### config.mk
export PLATFORM = sky130hd
export DESIGN_NAME = rec_transport_ctrl
export DESIGN_NICKNAME = d
export VERILOG_FILES = /design/src/rtl/rec_transport_ctrl.sv
export SDC_FILE = /design/constraint.sdc
export NUM_CORES = 1
export LEC_CHECK = 0
export BUFFER_PORTS_ARGS = -buffer_cell sky130_fd_sc_hd__buf_4
export CORE_UTILIZATION = 50
export CTS_CLUSTER_DIAMETER = 60
export DETAILED_ROUTE_END_ITERATION = 10
export PLACE_DENSITY = 0.76
export REMOVE_ABC_BUFFERS = 1
export SETUP_SLACK_MARGIN = 0.02
export SLEW_MARGIN = 5
export SYNTH_ARGS = -nofsm -noshare
export SYNTH_HDL_FRONTEND = slang
export SYNTH_SLANG_ARGS = --single-unit
export TNS_END_PERCENT = 100
### constraint.sdc
create_clock -name clk -period 4.74 [get_ports clk]
set_input_delay 0.474 -clock clk [delete_from_list [all_inputs] [get_ports clk]]
set_output_delay 0.474 -clock clk [all_outputs]
set_load 0.005 [all_outputs]
### src/rtl/rec_transport_ctrl.sv
// Transport controller for the audio recorder: owns the shared SRAM sample
// address and sequences record, play and pause from the debounced buttons.
module rec_transport_ctrl #(
  parameter int                ADDR_W   = 18,
  parameter logic [ADDR_W-1:0] MAX_ADDR = 18'h3FFFF,
  parameter int                MAX_RATE = 8,
  parameter bit                LOOP     = 1'b0
) (
  input  logic              clk,
  input  logic              reset,
  input  logic              btn_record,
  input  logic              btn_play,
  input  logic              btn_stop,
  input  logic              btn_faster,
  input  logic              btn_slower,
  input  logic              btn_method,
  input  logic              sample_tick,
  output logic              record,
  output logic              play,
  output logic [ADDR_W-1:0] addr,
  output logic [ADDR_W-1:0] end_addr,
  output logic              full,
  output logic [3:0]        slow,
  output logic [3:0]        fast,
  output logic              slowmethod,
  output logic [3:0]        phase,
  output logic [1:0]        state
);

  localparam logic [1:0] S_IDLE  = 2'd0;
  localparam logic [1:0] S_REC   = 2'd1;
  localparam logic [1:0] S_PLAY  = 2'd2;
  localparam logic [1:0] S_PAUSE = 2'd3;

  localparam logic signed [4:0] IDX_MAX = 5'(MAX_RATE - 1);
  localparam logic signed [4:0] IDX_MIN = -IDX_MAX;

  localparam logic [ADDR_W-1:0] ONE = ADDR_W'(1);
  localparam logic [ADDR_W:0] END_EXT =
    {1'b0, MAX_ADDR} + {{ADDR_W{1'b0}}, 1'b1};
  // A full recording of the whole SRAM saturates instead of wrapping to 0.
  localparam logic [ADDR_W-1:0] END_FULL =
    END_EXT[ADDR_W] ? '1 : END_EXT[ADDR_W-1:0];

  function automatic logic [3:0] slow_of(input logic signed [4:0] i);
    logic [4:0] m;
    m = i[4] ? 5'(-i) : 5'd0;
    return 4'(m + 5'd1);
  endfunction

  function automatic logic [3:0] fast_of(input logic signed [4:0] i);
    return i[4] ? 4'd1 : 4'($unsigned(i) + 5'd1);
  endfunction

  logic [5:0] btn;
  logic [5:0] prev_q;
  logic [5:0] rise;
  logic       r_rec;
  logic       r_play;
  logic       r_stop;
  logic       r_fast;
  logic       r_slow;
  logic       r_meth;

  assign btn = {btn_record, btn_play, btn_stop,
                btn_faster, btn_slower, btn_method};
  assign rise = btn & ~prev_q;
  assign r_rec  = rise[5];
  assign r_play = rise[4];
  assign r_stop = rise[3];
  assign r_fast = rise[2];
  assign r_slow = rise[1];
  assign r_meth = rise[0];

  logic [1:0]        state_q, state_n;
  logic [ADDR_W-1:0] addr_q, addr_n;
  logic [ADDR_W-1:0] end_q, end_n;
  logic              full_q, full_n;
  logic signed [4:0] idx_q, idx_n;
  logic              method_q, method_n;
  logic [3:0]        phase_q, phase_n;

  logic [ADDR_W:0] sum;
  logic [ADDR_W:0] wrap;
  logic            at_end;

  assign slow = slow_of(idx_q);
  assign fast = fast_of(idx_q);

  // One extra bit so a large fast step past end_addr is never lost.
  assign sum    = {1'b0, addr_q} + {{(ADDR_W-3){1'b0}}, fast};
  assign wrap   = sum - {1'b0, end_q};
  assign at_end = sum >= {1'b0, end_q};

  always_comb begin
    state_n  = state_q;
    addr_n   = addr_q;
    end_n    = end_q;
    full_n   = full_q;
    phase_n  = phase_q;
    idx_n    = idx_q;
    method_n = method_q ^ r_meth;

    if (r_fast && !r_slow && idx_q != IDX_MAX) begin
      idx_n = idx_q + 5'sd1;
    end else if (r_slow && !r_fast && idx_q != IDX_MIN) begin
      idx_n = idx_q - 5'sd1;
    end

    unique case (state_q)
      S_IDLE: begin
        if (!r_stop) begin
          if (r_rec) begin
            state_n = S_REC;
            addr_n  = '0;
            end_n   = '0;
            full_n  = 1'b0;
          end else if (r_play && end_q != '0) begin
            state_n = S_PLAY;
            addr_n  = '0;
            phase_n = '0;
          end
        end
      end
      S_REC: begin
        if (r_stop) begin
          state_n = S_IDLE;
          addr_n  = '0;
        end else if (sample_tick) begin
          if (addr_q == MAX_ADDR) begin
            end_n   = END_FULL;
            full_n  = 1'b1;
            state_n = S_IDLE;
            addr_n  = '0;
          end else begin
            end_n  = addr_q + ONE;
            addr_n = addr_q + ONE;
          end
        end
      end
      S_PLAY: begin
        if (r_stop) begin
          state_n = S_IDLE;
          addr_n  = '0;
          phase_n = '0;
        end else if (r_play) begin
          state_n = S_PAUSE;
        end else if (sample_tick) begin
          if (phase_q < slow - 4'd1) begin
            phase_n = phase_q + 4'd1;
          end else begin
            phase_n = '0;
            if (!at_end) begin
              addr_n = sum[ADDR_W-1:0];
            end else if (LOOP) begin
              addr_n = wrap[ADDR_W-1:0];
            end else begin
              state_n = S_IDLE;
              addr_n  = '0;
            end
          end
        end
      end
      S_PAUSE: begin
        if (r_stop) begin
          state_n = S_IDLE;
          addr_n  = '0;
          phase_n = '0;
        end else if (r_play) begin
          state_n = S_PLAY;
        end
      end
      default: state_n = S_IDLE;
    endcase

    // A speed change mid-playback must not leave phase beyond the new slow.
    if (phase_n >= slow_of(idx_n)) begin
      phase_n = '0;
    end
  end

  always_ff @(posedge clk) begin
    if (reset) begin
      state_q  <= S_IDLE;
      addr_q   <= '0;
      end_q    <= '0;
      full_q   <= 1'b0;
      idx_q    <= '0;
      method_q <= 1'b0;
      phase_q  <= '0;
      prev_q   <= btn;
    end else begin
      state_q  <= state_n;
      addr_q   <= addr_n;
      end_q    <= end_n;
      full_q   <= full_n;
      idx_q    <= idx_n;
      method_q <= method_n;
      phase_q  <= phase_n;
      prev_q   <= btn;
    end
  end

  assign record     = state_q == S_REC;
  assign play       = state_q == S_PLAY;
  assign addr       = addr_q;
  assign end_addr   = end_q;
  assign full       = full_q;
  assign slowmethod = method_q;
  assign phase      = phase_q;
  assign state      = state_q;

endmodule

==> reports/qor.csv, run 1 <==
stage,metric,value,unit
global_routing,via count of the first global-routing pass,4180,
global_routing,initial antenna violation count,0,
pwr,peak supply drop,0.143,mV
cts,# Post-CTS Setup Buffers,0,
cts,H-tree depth,2,
place,routability cong.,0.991,
cts,CTS tree,built,
setup_path,Worst Path Max Fanout,7,
pwr,combinational group share of total power,26.9,%
final_layout,Nets,666,
sta,Slew Limit Fails,0,
pwr,switching share of power,32.9,%
sta,Setup Skew,0.00847,ns
hold_path,Hold Path Class,input port to flip-flop,
floorplanning,io pins,63,
final_layout,# fillers,799,
setup_path,Crit path required time,4.95,ns
routing,Via density,6.05,
logic_synthesis,register area share after synthesis,24.5,%
sta,Final WS setup,0.276,ns
sta,min Tclk post-route,4.46,ns
place,Post-DP Area,4990,um^2
logic_synthesis,area fraction of the dominant cell type after synthesis,24.5,%
logic_synthesis,"Distinct cells, synth",64,
global_routing,Most Crowded Layer GR,met2,
logic_synthesis,cell count after synthesis,569,
final_layout,layout cells sized above 1,18.8,%
place,Placed Cells,716,
floorplanning,# rows,34,
sta,setup total negative slack,0,ns
global_routing,global-route usage over all layers,26.0,%
logic_synthesis,Synth Register Bits,55,
final_layout,Diodes inserted,0,
global_routing,met3 usage,3.97,%
global_routing,met2 track demand over resource,44.3,%
global_routing,grt met1 use,33.2,%
cts,CTS Root Cell,clkbuf_8,
routing,final WL,12.2,mm
sta,RSZ-0062 raised after global routing,no,
place,pre-CTS setup slack,0.0348,ns
logic_synthesis,number of enable flip-flop cells after synthesis,0,
logic_synthesis,post-synthesis cell area,4500,um^2
pwr,Int Power,689,uW
pwr,leakage,0.00224,uW
pwr,total power,1030,uW
sta,final hold vios,0,
flow_run,Max Cap Violations,0,
final_layout,"non-filler cells, final",724,
global_routing,grt total ovfl,0,
cts,largest buffer count on any clock path,2,
setup_path,crit path capture type,flip-flop,
routing,Initial DRT Pass Iterations,6,
pwr,sequential power share,47.2,%
floorplanning,Die X,96.8,um
setup_path,WP data arrival,4.67,ns
pwr,NetSw,338,uW
place,input/output buffers,62,
sta,final setup fails,0,
run_status,outcome,finished clean,
global_routing,largest net degree at the start of global routing,35,
routing,DRT iter0 DRCs,295,
logic_synthesis,"FFs w/ async S/R, synth",0,%
routing,drt drc,0,
routing,DR vias,4380,
sta,period utilisation layout,94.2,%
logic_synthesis,leading area contributor after synthesis,dfxtp_1,
final_layout,post-layout instance area,5110,um^2
final_layout,Area Growth Syn to Fin,13.8,%
logic_synthesis,prevailing post-synth register cell,dfxtp_1,
floorplanning,Die Footprint,9370,um^2
sta,Max-slew headroom,23.1,%
pwr,Clk pwr share,25.9,%
routing,post-route ant nets,0,
cts,clk slew on worst S/H paths,0.10,ns
logic_synthesis,"top cells by area, synth","dfxtp_1 24%, ha_1 11%, nand2_1 5.8%",
setup_path,CP Class,flip-flop to flip-flop,
floorplanning,core area,8720,um^2
sta,fmax,224,MHz
pwr,PwrDens,201,nW/um^2
floorplanning,die height,96.8,um
cts,Clock Latency Late Sink,0.31,ns
logic_synthesis,total number of yosys warnings,0,
final_layout,FF+latch area,1100,um^2
setup_path,crit start category,flip-flop,
final_layout,footprint of the multi-input gates,3100,um^2
final_layout,most frequent cells in the layout,"70 x nand2_1, 70 x buf_4, 52 x dfxtp_1",
cts,CTS Sinks,55,
floorplanning,Starting Density,51.5,%
routing,DR WL/cell,16.8,um
cts,CTS buffer count,5,
cts,cts-stage hold buffer count,0,
global_routing,first-pass GRT wire length,20.2,mm
place,hpwl dp,9.17,mm
sta,slew at the pin closest to its max-slew limit,1.15,ns
logic_synthesis,Syn Area/Cell,7.90,um^2
==> per-stage QoR <==
step / hold slack (ns) / utilization (%)
final: 0.263 / 58.7
after global routing: 0.254 / 58.7
after CTS: 0.259 / 58.3
after detailed placement: 0.475 / 57.3
after global placement: 0.455 / 57.3
after floorplan: 0.455 / -
==> flip-flops by register name, indices dropped and copies added, names as in the netlist <==
register	cells
addr	18
end_addr	18
full	1
idx_q	5
phase	4
prev_q	6
slowmethod	1
state	2
==> critical path, stage by stage, from the launching register on <==
cell	delay, ns
dfxtp_2	0.36
buf_4	0.16
and3_1	0.20
xnor2_1	0.12
nor2_1	0.17
ha_1	0.33
a21o_1	0.21
a31o_2	0.25
and2_2	0.25
nand2_1	0.12
xor2_2	0.18
inv_1	0.08
ha_1	0.30
and3_1	0.21
a221oi_2	0.29
o211ai_1	0.18
a21o_1	0.22
or3_1	0.33
a2111oi_2	0.38
==> timing repair <==
item	in CTS	in global routing
setup endpoints to repair	1	20
resized for setup	1	10
pin swaps	0	1
==> worst paths after layout <==
| check | start | end | slack (ns) | cells past startpoint |
|---|---|---|---|---|
| hold / removal | btn_slower | prev_q[1]$_DFF_P_ | 0.26 | 1 |
| setup reg to reg | idx_q[0]$_SDFF_PP0_ | addr[9]$_SDFFE_PP0P_ | 0.28 | 18 |
| setup / recovery | idx_q[0]$_SDFF_PP0_ | addr[9]$_SDFFE_PP0P_ | 0.28 | 18 |
| hold reg to reg | end_addr[7]$_SDFFE_PP0P_ | end_addr[7]$_SDFFE_PP0P_ | 0.48 | 2 |
==> cells in the mapped netlist, drive strengths merged (9+ instances only) <==
master	n
o211ai	17
dfxtp	55
inv	44
a21oi	41
ha	41
xnor2	27
clkbuf	16
xor2	16
nor2b	11
o21ai	31
nand4	9
and3	14
nand3	19
a21o	11
buf	15
nand2	70
nor2	33
==> routing by layer <==
metal | up-vias | routed length, um | part of all wire, %
li1 | 2091 | - | -
met1 | 2083 | 5260 | 43
met2 | 188 | 5990 | 49
met3 | 18 | 795 | 6.5
met4 | 0 | 159 | 1.3
met5 | - | 0 | 0
==> cells by family after synthesis <==
| logic type | synth area share [%] |
|---|---|
| fa+ha+maj | 11.9 |
| flops | 24.5 |
| mux | 1.73 |
| buf+inv | 7.38 |
| xor+xnor | 8.38 |
| compound gates | 22.7 |
| simple gates | 23.5 |
==> cell type report <==
class | instances | area share, %
Clock buffer | 7 | 1.49
Clock inverter | 1 | 0.0978
Inverter | 45 | 3.30
Multi-Input combinational cell | 438 | 60.6
Sequential cell | 55 | 21.6
Tap cell | 108 | 2.64
Timing Repair Buffer | 70 | 10.3
==> power by group through the flow <==
stage               registers [uW]  logic [uW]  clock network (uW)
floorplan                      494         183                   0
global placement               494         264                   0
detailed placement             495         272                   0
CTS                            484         275                 270
global route                   487         310                 287
finish                         485         276                 266
Note: power is estimated with default switching activity, not from simulation.
==> run 2: changes to the inputs <==
--- a/config.mk
+++ b/config.mk
@@ -5,7 +5,9 @@
 export SDC_FILE = /design/constraint.sdc
 export NUM_CORES = 1
 export LEC_CHECK = 0
+export ABC_AREA = 1
 export BUFFER_PORTS_ARGS = -buffer_cell sky130_fd_sc_hd__buf_4
+export CORE_MARGIN = 3
 export CORE_UTILIZATION = 50
 export CTS_CLUSTER_DIAMETER = 60
 export DETAILED_ROUTE_END_ITERATION = 10
==> run 2 against run 1 <==
Against the previous run:
- global-route usage decreased by 0.41 points
- total power increased by 23%
- clock power decreased by 5%
- final cell count increased by 14%
==> reports/qor.csv, run 2 <==
stage,metric,value,unit,change
logic_synthesis,top-count cell post-synth,nand2_1,,
cts,largest buffer count on any clock path,2,,unchanged
run_status,outcome,finished clean,,
sta,fmax,234,MHz,+4.4%
cts,H-tree depth,2,,unchanged
sta,Final WS setup,0.462,ns,+0.187 ns
floorplanning,Starting Density,52.4,%,+0.89 points
sta,RSZ-0062 raised after global routing,no,,
sta,final setup fails,0,,unchanged
routing,Initial DRT Pass Iterations,5,,-1
logic_synthesis,post-synthesis cell area,4400,um^2,-2.2%
routing,DR vias,4454,,+1.7%
pwr,peak supply drop,0.146,mV,+2.6%
sta,period utilisation layout,90.2,%,-3.9 points
global_routing,largest net degree at the start of global routing,46,,+31%
final_layout,"leading cell type in the layout, fill and taps excluded",nand2_1,,
setup_path,CP Class,flip-flop to flip-flop,,
routing,final WL,12.5,mm,+2.2%
routing,DRT iter0 DRCs,229,,-22%
sta,Setup Skew,0.0110,ns,+0.00250 ns
final_layout,layout cells sized above 1,13.4,%,-5.4 points
pwr,PwrDens,253,nW/um^2,+26%
final_layout,Area Growth Syn to Fin,13.2,%,
setup_path,Worst Path Max Fanout,15,,+8
setup_path,WP data arrival,4.48,ns,-0.19 ns
logic_synthesis,Synth top cells by count,"165 x nand2_1, 77 x inv_1, 60 x a21oi_1",,
logic_synthesis,total number of yosys warnings,0,,unchanged
flow_run,Max Cap Violations,0,,unchanged
cts,cts-stage hold buffer count,0,,unchanged
logic_synthesis,"FFs w/ async S/R, synth",0,%,unchanged
sta,WHS,0.272,ns,+0.00931 ns
logic_synthesis,cell count after synthesis,672,,+18%
final_layout,# fillers,849,,+6.3%
sta,final hold vios,0,,unchanged
cts,CTS buffer count,5,,unchanged
logic_synthesis,prevailing post-synth register cell,dfxtp_1,,
global_routing,first-pass GRT wire length,20.7,mm,+2.7%
cts,CTS tree,built,,
final_layout,fin util,59.4,%,+0.72 points
final_layout,most frequent cells in the layout,"165 x nand2_1, 77 x inv_1, 62 x buf_4",,
routing,drt drc,0,,unchanged
sta,slew at the pin closest to its max-slew limit,1.21,ns,+0.0600 ns
global_routing,via count of the first global-routing pass,4323,,+3.4%
setup_path,worst-path cell chain,inv_2 -> ha_1 -> inv_1 -> nor2_1 -> fa_1 -> nand3_1 -> nand2_1 -> inv_2 -> nor2_1 -> nand3_1 -> xor2_1 -> ha_1 -> nand2_1 -> o21ai_0 -> a21oi_1 -> nand2_1 -> nand2_1 -> nand2_1 -> nand2_1 -> nand2_1 -> nand3_1 -> nand2_1 -> nor2_1,,
setup_path,critical path's slowest cell,nand2_1,,
global_routing,global-route usage over all layers,25.6,%,-0.41 points
routing,Via density,5.39,,-11%
global_routing,grt total ovfl,0,,unchanged
logic_synthesis,number of enable flip-flop cells after synthesis,0,,unchanged
floorplanning,core area,8380,um^2,-3.9%
logic_synthesis,area fraction of the dominant cell type after synthesis,25.0,%,+0.56 points
floorplanning,Die Footprint,9950,um^2,+6.2%
logic_synthesis,register area share after synthesis,25.0,%,+0.56 points
setup_path,Crit path top cell by count,nand2_1,,
cts,Clock Latency Late Sink,0.31,ns,about the same
setup_path,Crit path required time,4.95,ns,about the same
pwr,leakage,0.00231,uW,+3.4%
setup_path,crit path capture type,flip-flop,,
cts,cts repair resizes,0,,-1
setup_path,crit start category,flip-flop,,
sta,min Tclk post-route,4.28,ns,-0.187 ns
floorplanning,# rows,33,,-2.9%
place,hpwl dp,9.48,mm,+3.4%
sta,Slew Limit Fails,0,,unchanged
place,routability cong.,0.967,,-2.4%
cts,CTS Sinks,55,,unchanged
logic_synthesis,"top cells by area, synth","dfxtp_1 25%, nand2_1 14%, ha_1 12%",,
logic_synthesis,Synth Register Bits,55,,unchanged
sta,Max-slew headroom,19.1,%,-4.0 points
cts,clk slew on worst S/H paths,0.09,ns,about the same
final_layout,Nets,774,,+16%
logic_synthesis,"Distinct cells, synth",39,,-39%
global_routing,initial antenna violation count,0,,unchanged
logic_synthesis,Syn Area/Cell,6.54,um^2,-17%
logic_synthesis,leading area contributor after synthesis,dfxtp_1,,
cts,CTS Root Cell,clkbuf_8,,
floorplanning,io pins,63,,unchanged
routing,DR WL/cell,15.1,um,-11%
cts,# Post-CTS Setup Buffers,0,,unchanged
setup_path,"slowest stage delay, CP",0.51,ns,+0.13 ns
sta,setup total negative slack,0,ns,unchanged
floorplanning,Die X,99.8,um,+3.0%
floorplanning,die height,99.8,um,+3.0%
final_layout,Diodes inserted,0,,unchanged
hold_path,Hold Path Class,input port to flip-flop,,
routing,post-route ant nets,0,,unchanged
place,pre-CTS setup slack,0.505,ns,+0.470 ns
place,input/output buffers,62,,unchanged
[run 2: cell types whose count changed after synthesis, moves of 20 or more]
cell     before  now
inv_1        44   77
o21ai_1       0   20
xnor2_1      27    6
nor2_1       33   53
nand2_1      70  165
[run 2: kinds of logic after synthesis]
group	after synthesis	synth area share, %
AO/OA/AOI/OAI	136	16.7
XOR/XNOR	41	8.17
adder cells (fa/ha/maj)	42	12.1
buffers and inverters	115	10.3
flip-flops	55	25.0
AND/OR/NAND/NOR	283	27.6
[run 2: per-layer routing]
layer / routed length, um / global-route usage, % / up-vias
met4: 244 / 7.67 / 0
met2: 6120 / 45.0 / 122
li1: - / - / 2261
met5: 0 / 0 / -
met3: 684 / 3.93 / 19
met1: 5410 / 32.0 / 2052
[run 2: layout make-up]
class	instances	area (um^2)	area share, %
Multi-Input combinational cell	502	2840	57.1
Sequential cell	55	1100	22.1
Timing Repair Buffer	62	465	9.35
Inverter	97	364	7.32
Tap cell	105	131	2.64
Clock buffer	6	72.6	1.46
[run 2: final timing paths]
check / slack, ns / start / end / cells after the start
worst min-delay path: 0.27 / btn_faster / prev_q[2]$_DFF_P_ / 1
worst min register to register: 0.49 / end_addr[7]$_SDFFE_PP0P_ / end_addr[7]$_SDFFE_PP0P_ / 2
worst max register to register: 0.46 / idx_q[0]$_SDFF_PP0_ / state[1]$_SDFFE_PP0P_ / 23
worst max-delay path: 0.46 / idx_q[0]$_SDFF_PP0_ / state[1]$_SDFFE_PP0P_ / 23
[run 2: report_power, final]
part | leakage (uW) | internal, uW | switching (uW) | total, uW
combinational | 0.00183 | 149 | 361 | 509
clock | 0.0000371 | 99.4 | 152 | 252
sequential | 0.000447 | 479 | 20.5 | 499
total | 0.00231 | 727 | 533 | 1260
[run 2: metrics by stage]
stage | power, uW | instance area [um^2] | std cells
floorplan | 834 | 4310 | 654
global placement | 1000 | 4900 | 821
detailed placement | 1020 | 4900 | 821
CTS | 1270 | 4980 | 827
global route | 1350 | 4980 | 827
finish | 1260 | 4980 | 827
[run 2: critical path: cells and delay by family (launching register included)]
family                     cells  cell delay [ns]
buffers and inverters          3             0.18
adders and majority gates      3             0.90
and+or+nand+nor               14             2.15
xor gates and xnor gates       1             0.19
AOI/OAI and AO/OA              2             0.29
DFF                            1             0.45
